--- src/rtl/mux21_arb_pkg.sv ---
// rtl/mux21_arb_pkg.sv - shared state encodings and defaults for the two-requester arbiter
package mux21_arb_pkg;

    localparam int MAX_HOLD_DEFAULT = 4;
    localparam int CNT_W            = 4;

    typedef enum logic [1:0] {
        IDLE   = 2'b00,
        GRANT0 = 2'b01,
        GRANT1 = 2'b10
    } arb_state_e;

    function automatic logic [1:0] gnt_of(input arb_state_e s);
        logic [1:0] g;
        g = 2'b00;
        case (s)
            GRANT0:  g = 2'b01;
            GRANT1:  g = 2'b10;
            default: g = 2'b00;
        endcase
        return g;
    endfunction

endpackage

--- src/rtl/mux21.sv ---
// rtl/mux21.sv - single-bit 2:1 multiplexer
module mux21 (
    input  logic sel,
    input  logic i0,
    input  logic i1,
    output logic y
);

    assign y = sel ? i1 : i0;

endmodule

--- src/rtl/mux21_arbiter.sv ---
// rtl/mux21_arbiter.sv - round-robin arbiter with bounded hold, steering one shared data bit
module mux21_arbiter
    import mux21_arb_pkg::*;
#(
    parameter int MAX_HOLD = MAX_HOLD_DEFAULT
) (
    input  logic       clk,
    input  logic       rst,
    input  logic [1:0] req,
    input  logic       d0,
    input  logic       d1,
    output logic [1:0] gnt,
    output logic       busy,
    output logic       y
);

    localparam logic [CNT_W-1:0] HOLD_LAST = CNT_W'(MAX_HOLD - 1);

    arb_state_e       state_q, state_d;
    logic [CNT_W-1:0] cnt_q, cnt_d;
    logic             last_gnt_q, last_gnt_d;
    logic [1:0]       gnt_q, gnt_d;
    logic             mux_y;

    always_comb begin
        state_d    = state_q;
        cnt_d      = cnt_q;
        last_gnt_d = last_gnt_q;
        case (state_q)
            IDLE: begin
                cnt_d = '0;
                case (req)
                    2'b01:   state_d = GRANT0;
                    2'b10:   state_d = GRANT1;
                    // last_gnt_q=1 means requester 1 was served last, so 0 wins
                    2'b11:   state_d = last_gnt_q ? GRANT0 : GRANT1;
                    default: state_d = IDLE;
                endcase
                if (state_d == GRANT0) last_gnt_d = 1'b0;
                if (state_d == GRANT1) last_gnt_d = 1'b1;
            end
            GRANT0: begin
                if (!req[0] || (req[1] && cnt_q == HOLD_LAST)) begin
                    state_d = IDLE;
                end else if (cnt_q != HOLD_LAST) begin
                    cnt_d = cnt_q + 1'b1;
                end
            end
            GRANT1: begin
                if (!req[1] || (req[0] && cnt_q == HOLD_LAST)) begin
                    state_d = IDLE;
                end else if (cnt_q != HOLD_LAST) begin
                    cnt_d = cnt_q + 1'b1;
                end
            end
            default: state_d = IDLE;
        endcase
        gnt_d = gnt_of(state_d);
    end

    always_ff @(posedge clk) begin
        if (rst) begin
            state_q    <= IDLE;
            cnt_q      <= '0;
            last_gnt_q <= 1'b1;
            gnt_q      <= 2'b00;
        end else begin
            state_q    <= state_d;
            cnt_q      <= cnt_d;
            last_gnt_q <= last_gnt_d;
            gnt_q      <= gnt_d;
        end
    end

    mux21 u_mux (
        .sel (state_q == GRANT1),
        .i0  (d0),
        .i1  (d1),
        .y   (mux_y)
    );

    assign gnt  = gnt_q;
    assign busy = |gnt_q;
    assign y    = mux_y & busy;

endmodule

--- config.mk ---
export PLATFORM = sky130hd
export DESIGN_NAME = mux21_arbiter
export DESIGN_NICKNAME = d
export VERILOG_FILES = /design/src/rtl/mux21_arb_pkg.sv /design/src/rtl/mux21.sv /design/src/rtl/mux21_arbiter.sv
export SDC_FILE = /design/constraint.sdc
export NUM_CORES = 1
export LEC_CHECK = 0
export CAP_MARGIN = 20
export CORE_MARGIN = 3
export CORE_UTILIZATION = 44
export DETAILED_ROUTE_END_ITERATION = 10
export PLACE_DENSITY = 0.77
export SYNTH_ARGS = -nofsm -noshare
export SYNTH_HDL_FRONTEND = slang
export SYNTH_SLANG_ARGS = --single-unit
--- constraint.sdc ---
create_clock -name clk -period 1.6 [get_ports clk]
set_input_delay 0.16 -clock clk [delete_from_list [all_inputs] [get_ports clk]]
set_output_delay 0.16 -clock clk [all_outputs]
set_load 0.05 [all_outputs]
Word level (Yosys, flattened, before mapping)
Index checks and enable logic that the tools add are counted.

Add/sub/neg operators: 1. Equality and inequality tests: 13. Muxes and demuxes: 14. Bitwise operators: 1. Reduce and logical (&&, ||, !) cells: 12.

Operators with widths (count): 4-bit two-way mux (3); 2-bit one-hot mux with 3 select lines (2); 4-bit one-hot mux with 3 select lines (1); 2-bit == test, second input constant (5); 2-bit by 1-bit == test with 1-bit output, second input constant (4); 2-bit two-way mux (4); 4-bit by 1-bit adder with 4-bit output, second input constant (1); 4-bit by 2-bit == test with 1-bit output, second input constant (1); 2-bit != test, second input constant (2); 4-bit by 2-bit != test with 1-bit output, second input constant (1); 2-bit one-hot mux with 2 select lines (1); 1-bit two-way mux (3); 3-bit AND reduction (1); 3-bit nonzero test (1); 1-bit logical AND (2); 1-bit logical NOT (2); 2-bit logical NOT (1); 1-bit logical OR (2); 2-bit AND reduction (1); 2-bit nonzero test (1); 2-bit OR reduction (1); 1-bit bitwise AND (1).

Register bits: 9. Bits of input ports: 6.

Longest topological paths before layout
Gate-level depths: netlist (run 1).

Word-level depth: 7. Depth in mapped cells: 6.

Hierarchy
A second synthesis (run 1) with hierarchy kept.

Cells, all modules: 64. Area, all modules: 628.1 um^2.

By module, submodules not included: mux21_arbiter (times used 1, cells an instance 63, area an instance 613.1 um^2, seq. area each 180.2 um^2); mux21 (times used 1, cells an instance 1, area an instance 15.0 um^2, seq. area each 0.0 um^2).

Worst setup path after synthesis (run 1)
Ideal clock, no wire load.

Path type: flip-flop to flip-flop. Start point: register cnt_q[0]. End point: register cnt_q[2]. Arrival: 1.575 ns. Setup slack: -0.045 ns. Cell stages (with the launch flop): 6. Clock period less this slack: 1.645 ns. Cell sequence: dfxtp_1 ha_1 and4bb_1 o21a_1 or4_1 a21oi_1.

Longest elaborated chain between the ends: 5. Elaborated cells between the ends (all ways): 14. Classes of those cells: add/sub (1); eq/ne (4); mux (4); reduce/logical (5).

Ends and longest elaborated chain: from (decl) (RTL line mux21_arbiter.sv:20) `logic [CNT_W-1:0] cnt_q, cnt_d;`; from (signal assigned) (RTL line mux21_arbiter.sv:69) `cnt_q <= cnt_d;`; parallel branches: the longest is 5 deep, another holds 4-bit by 1-bit adder with 4-bit output.

Several ways; the timed one is not identified. The select of a mux whose other input is x is not followed. A chain may end at the register's enable or synchronous reset.

Worst setup path in the final report (run 1)
Start point: register state_q[0]. End point: output port y.

Longest elaborated chain between the ends: 3.

Ends and longest elaborated chain: from (decl) (RTL line mux21_arbiter.sv:19) `arb_state_e state_q, state_d;`; from (signal assigned) (RTL line mux21_arbiter.sv:68) `state_q <= state_d;`; 2-bit == test (RTL line mux21_arbiter.sv:76) `.sel (state_q == GRANT1),`; 1-bit two-way mux (RTL line mux21.sv:9) `assign y = sel ? i1 : i0;`; 1-bit bitwise AND (RTL line mux21_arbiter.sv:84) `assign y = mux_y & busy;`; to (decl) (RTL line mux21_arbiter.sv:14) `output logic y`.

Every way passes these cells.

==> results of run 1 <==
state kept, by name, indices dropped and copies added (netlist names):
| register | flops |
|---|---|
| cnt_q | 4 |
| state_q | 2 |
| last_gnt_q | 1 |
| gnt | 2 |
synthesized netlist by cell type (2+ instances only):
master,number,area [sq um]
ha_1,6,75.1
nor3_1,3,15.0
o21a_1,2,15.0
nand3b_1,2,15.0
nor2_1,3,11.3
a311oi_1,2,17.5
o21ai_0,2,10.0
a21oi_1,3,15.0
nor2b_1,2,12.5
nand2_1,5,18.8
inv_1,6,22.5
dfxtp_1,9,180
o41ai_1,2,17.5
nor4b_1,2,17.5
power breakdown:
| group | leakage, nW | internal, mW | total (mW) | switching [mW] |
|---|---|---|---|---|
| clock | 0.0150 | 0.0964 | 0.184 | 0.0875 |
| combinational | 0.335 | 0.146 | 0.296 | 0.150 |
| sequential | 0.0755 | 0.244 | 0.261 | 0.0173 |
| total | 0.426 | 0.486 | 0.741 | 0.255 |
logic make-up after synthesis:
kind of cell,Yosys count,synth area share [%]
AOI/OAI and AO/OA,16,21.1
adders and majority gates,6,13.1
buffers and inverters,8,5.44
DFF,9,31.4
muxes,1,1.74
and+or+nand+nor,25,27.2
worst paths after layout:
kind                            from                 endpoint  slack, ns
max            state_q[0]$_SDFF_PP0_                        y      -0.05
max reg2reg    cnt_q[1]$_SDFFE_PP0P_    cnt_q[2]$_SDFFE_PP0P_      -0.03
min          last_gnt_q$_SDFFE_PP1P_  last_gnt_q$_SDFFE_PP1P_       0.51
min reg2reg  last_gnt_q$_SDFFE_PP1P_  last_gnt_q$_SDFFE_PP1P_       0.51
repair_timing:
action	CTS	global route
buffers inserted	4	2
pin swaps	10	7
endpoints found under the setup margin	6	7
resized for setup	17	15
stage by stage:
step,total power [mW],instances,area (sq um)
2_1_floorplan,0.386,65,577
3_3_place_gp,0.472,99,776
3_5_place_dp,0.479,99,776
4_1_cts,0.708,107,917
5_1_grt,0.780,109,1010
6_report,0.741,109,1010
cell type report:
class / instances / area share [%]
multi-input combinational: 48 / 50.1
tap: 14 / 1.74
clock buffer: 4 / 2.61
inverter: 6 / 2.48
sequential: 9 / 18.6
timing repair buffer: 28 / 24.4
worst reg2reg max path, cell delays in order (launching register included):
cell	delay, ns
dfxtp_2	0.33
ha_4	0.17
and4bb_2	0.23
o21a_1	0.19
or4_4	0.51
a21oi_2	0.12
layer usage:
| layer | part of all wire [%] | track usage, % |
|---|---|---|
| met1 | 44 | 25.3 |
| met2 | 48 | 31.8 |
| met3 | 6.2 | 5.15 |
| met4 | 1.6 | 8.70 |
| met5 | 0 | 0 |
==> results.cfg, run 1 <==
[status]
status = finished, violations left
violations = negative setup slack

[synthesis]
syn-num-nets = 77
netlist_area_sq_um = 574
ys_types = 30
ys_ff_latch = 9
synth_edf_count = 0
ys.flop_type = dfxtp_1
synth_area_per_cell_sq_um = 8.84
ys_warn_count = 0
syn_inst = 65
ys_async_sr_fraction_pct = 0
ys_seq_area_share_pct = 31.4

[cells_and_area]
final_core_util_pct = 86.1
diodes = 0
multi_input_area_sq_um = 505
nFillCells = 64
final_layout_size_suffix_gt1_share_pct = 52.6
area_delta_synth_final_pct = 75.6
final_cell_mix = 19 x buf_4, 5 x nand2_1, 5 x dfxtp_1, 5 x clkdlybuf4s50_1
seq_area_sq_um = 188
fin_nets = 108
final_common_cell = buf_4

[timing]
fin_setup_tns_ns = -0.106
fmax_ghz = 0.607
slew_headroom_pct = 74.2
maxSlewViolCount = 0
post-route-period-util_pct = 103
whs_ns = 0.514
finalSetupViolations = 4
rsz0062_at_grt = true
worst_pin_slew_ns = 0.386
period_needed_ns = 1.65
finalHoldViolations = 0
fin_skew_ns = 0.00799
setup_ws_ns = -0.0477

[detailed_routing]
ant_nets = 0
via_per_inst = 5.77
routed_wl_um = 1790
wire_per_inst_um = 16.4
dr.pass1.iters = 4
drtIter0Drc = 21
vias = 629
drc = 0

[worst_setup_path]
critPathBufInv = 3
cp_num_cells = 6
path_max_fanout = 4
crit_path_start_kind = register
crit_chain = inv_2, ha_4, buf_6, mux2i_1, nor2_1, buf_12
end_kind = output pin
required_ns = 1.44
cp_top_family = flip-flops
slowest_delay_ns = 0.36
crit_slowest_cell = dfxtp_2
criticalPathCategory = register to output pin
r2r_cells = 5
worstPathArrival_ns = 1.49

[global_route]
grt_usage_pct = 20.0
grt_pass1_vias = 650
antenna_found_initial = 0
grt.overflow.total = 0
grt_first_pass_wirelength_um = 2720
grt_max_degree = 10

[die]
initial_core_util_pct = 49.0
rows = 12
die_y_um = 42.1
design.die.area_sq_um = 1770
pin_count = 10
die_w_um = 42.1
core_area_sq_um = 1170

[placed_design]
io_buffers = 9
pre_cts_slack_ns = -0.192
dp_hpwl_um = 1070
gp_congestion = 0.766

[cts]
path_clk_slew_ns = 0.07
cts-root-buf = clkbuf_4
cts-hold-fix-buffers = 0
clock_sinks = 9
clk_latency_ns = 0.27
cts_made_buffers = 3
htreeDepth = 1
cts_tree = built
cts_max_path_buffers = 2

[worst_hold_path]
worstHoldPathType = register to register
hold_path_depth = 2

[power]
ir_worst_vdd_v = 0.000621
power_density_nw_per_um2 = 735
p_leak_nw = 0.426

[job]
max_cap_violations = 0
(Power assumes the default switching activity.)
==> run 2, diff against run 1 <==
- CORE_MARGIN: 3 -> not set
==> run 2 against run 1 <==
  * The run still ends with negative setup slack left
  * Fmax shrank 0.34%
  * Total power grew 3.3%
  * Die area fell by 18%
  * Global-route usage grew 12 points
  * Via count up 6.0%
  * Wire length increased by 17%
==> results.cfg, run 2 (same netlist as run 1, synthesis figures left out) <==
[status]
status = finished, violations left
violations = negative setup slack

[detailed_routing]
vias = 667
drtIter0Drc = 26
drc = 0
wire_per_inst_um = 19.4
ant_nets = 0
via_per_inst = 6.18
routed_wl_um = 2100
dr.pass1.iters = 4

[die]
die_y_um = 38.1
core_area_sq_um = 1160
die_w_um = 38.1
initial_core_util_pct = 49.7
rows = 12
pin_count = 10
design.die.area_sq_um = 1450

[worst_setup_path]
startpoint = state_q[0]$_SDFF_PP0_
crit_path_start_kind = register
end_kind = register
required_ns = 1.82
path_max_fanout = 3
worstPathArrival_ns = 1.87
criticalPathCategory = register to register
r2r_start = state_q[0]$_SDFF_PP0_

[cts]
clk_latency_ns = 0.28
htreeDepth = 1
path_clk_slew_ns = 0.08
cts_made_buffers = 3
clock_sinks = 9
cts_tree = built
cts_max_path_buffers = 2
cts-hold-fix-buffers = 0
cts-root-buf = clkbuf_4

[placed_design]
gp_congestion = 0.855
dpl-instance-area_sq_um = 791
dp_hpwl_um = 1120
pre_cts_slack_ns = -0.177
io_buffers = 9
dp_cells = 101

[timing]
period_needed_ns = 1.65
maxSlewViolCount = 0
whs_ns = 0.543
fin_setup_tns_ns = -0.153
setup_ws_ns = -0.0533
rsz0062_at_grt = true
slew_headroom_pct = 73.2
worst_pin_slew_ns = 0.401
fin_skew_ns = 0.0111
fmax_ghz = 0.605
finalHoldViolations = 0
post-route-period-util_pct = 103
finalSetupViolations = 6

[cells_and_area]
top_register = cnt_q
final_core_util_pct = 85.2
stdcell_area_sq_um = 985
final_layout_size_suffix_gt1_share_pct = 54.3
largest_reg_flops = 4
fin_cells = 108
diodes = 0
fin_nets = 107
area_delta_synth_final_pct = 71.5
final_cell_mix = 21 x buf_4, 5 x nand2_1, 5 x dfxtp_1, 5 x clkdlybuf4s50_1, 4 x inv_1
final_common_cell = buf_4

[global_route]
grt_max_degree = 10
grt_usage_pct = 31.8
grt.overflow.total = 0
grt_pass1_vias = 670
grt_first_pass_wirelength_um = 3080
antenna_found_initial = 0

[worst_hold_path]
worstHoldPathType = register to register
hold_path.startpoint = last_gnt_q$_SDFFE_PP1P_

[power]
ir_worst_vdd_v = 0.000598
power_density_nw_per_um2 = 777
totalPowerFinal_uw = 765
p_leak_nw = 0.408

[job]
max_cap_violations = 0
[run 2: changes by cell type in the layout (fill, tap and decap cells not counted), sizes merged]
| cell | change |
|---|---|
| clkinv | +1 |
| buf | -1 |
| clkbuf | -1 |
[run 2: power by group]
part | total, mW | switching, mW | leakage [nW] | internal, mW
registers | 0.263 | 0.0192 | 0.0755 | 0.244
clock network | 0.194 | 0.101 | 0.0177 | 0.0929
logic | 0.308 | 0.161 | 0.315 | 0.147
total | 0.765 | 0.281 | 0.408 | 0.484
[run 2: what timing repair did]
| item | in CTS | in global routing |
|---|---|---|
| setup endpoints to repair | 7 | 8 |
| buffers inserted | 3 | 1 |
| gates cloned | 0 | 0 |
| gates resized for setup | 23 | 8 |
| pin swaps | 9 | 4 |
[run 2: layout make-up]
| type | instances | area (sq um) |
|---|---|---|
| inverters | 6 | 25.0 |
| fillers | 56 | 171 |
| multi-input cells | 48 | 499 |
| flip-flops and latches | 9 | 188 |
| repair buffers | 27 | 228 |
| clock buffers | 3 | 22.5 |
| clock inverters | 1 | 5.00 |
| well taps | 14 | 17.5 |
[run 2: worst max-delay path, stage by stage (launching register included)]
cell and delay, ns:
dfxtp_2 0.34, buf_4 0.14, ha_1 0.21, buf_4 0.14, o21a_1 0.12, or4_4 0.48, a21oi_2 0.14
[run 2: final timing paths]
kind,to,slack (ns),depth (start not counted)
worst min-delay path,last_gnt_q$_SDFFE_PP1P_,0.54,2
worst min register to register,last_gnt_q$_SDFFE_PP1P_,0.54,2
worst max register to register,cnt_q[2]$_SDFFE_PP0P_,-0.05,6
worst max-delay path,cnt_q[2]$_SDFFE_PP0P_,-0.05,6
[run 2: routing by layer]
layer	GRT usage [%]	up-vias	part of all wire [%]
met5	0	-	0
met4	12.5	0	3.9
met3	8.72	10	4.9
met2	56.4	28	50
met1	35.4	326	41
li1	-	303	-
==> run 3, diff against run 2 <==
- CAP_MARGIN: 20 -> 10
==> results of run 3 <==
Same layout as run 2: the final DEF is identical, and so are final timing and power.
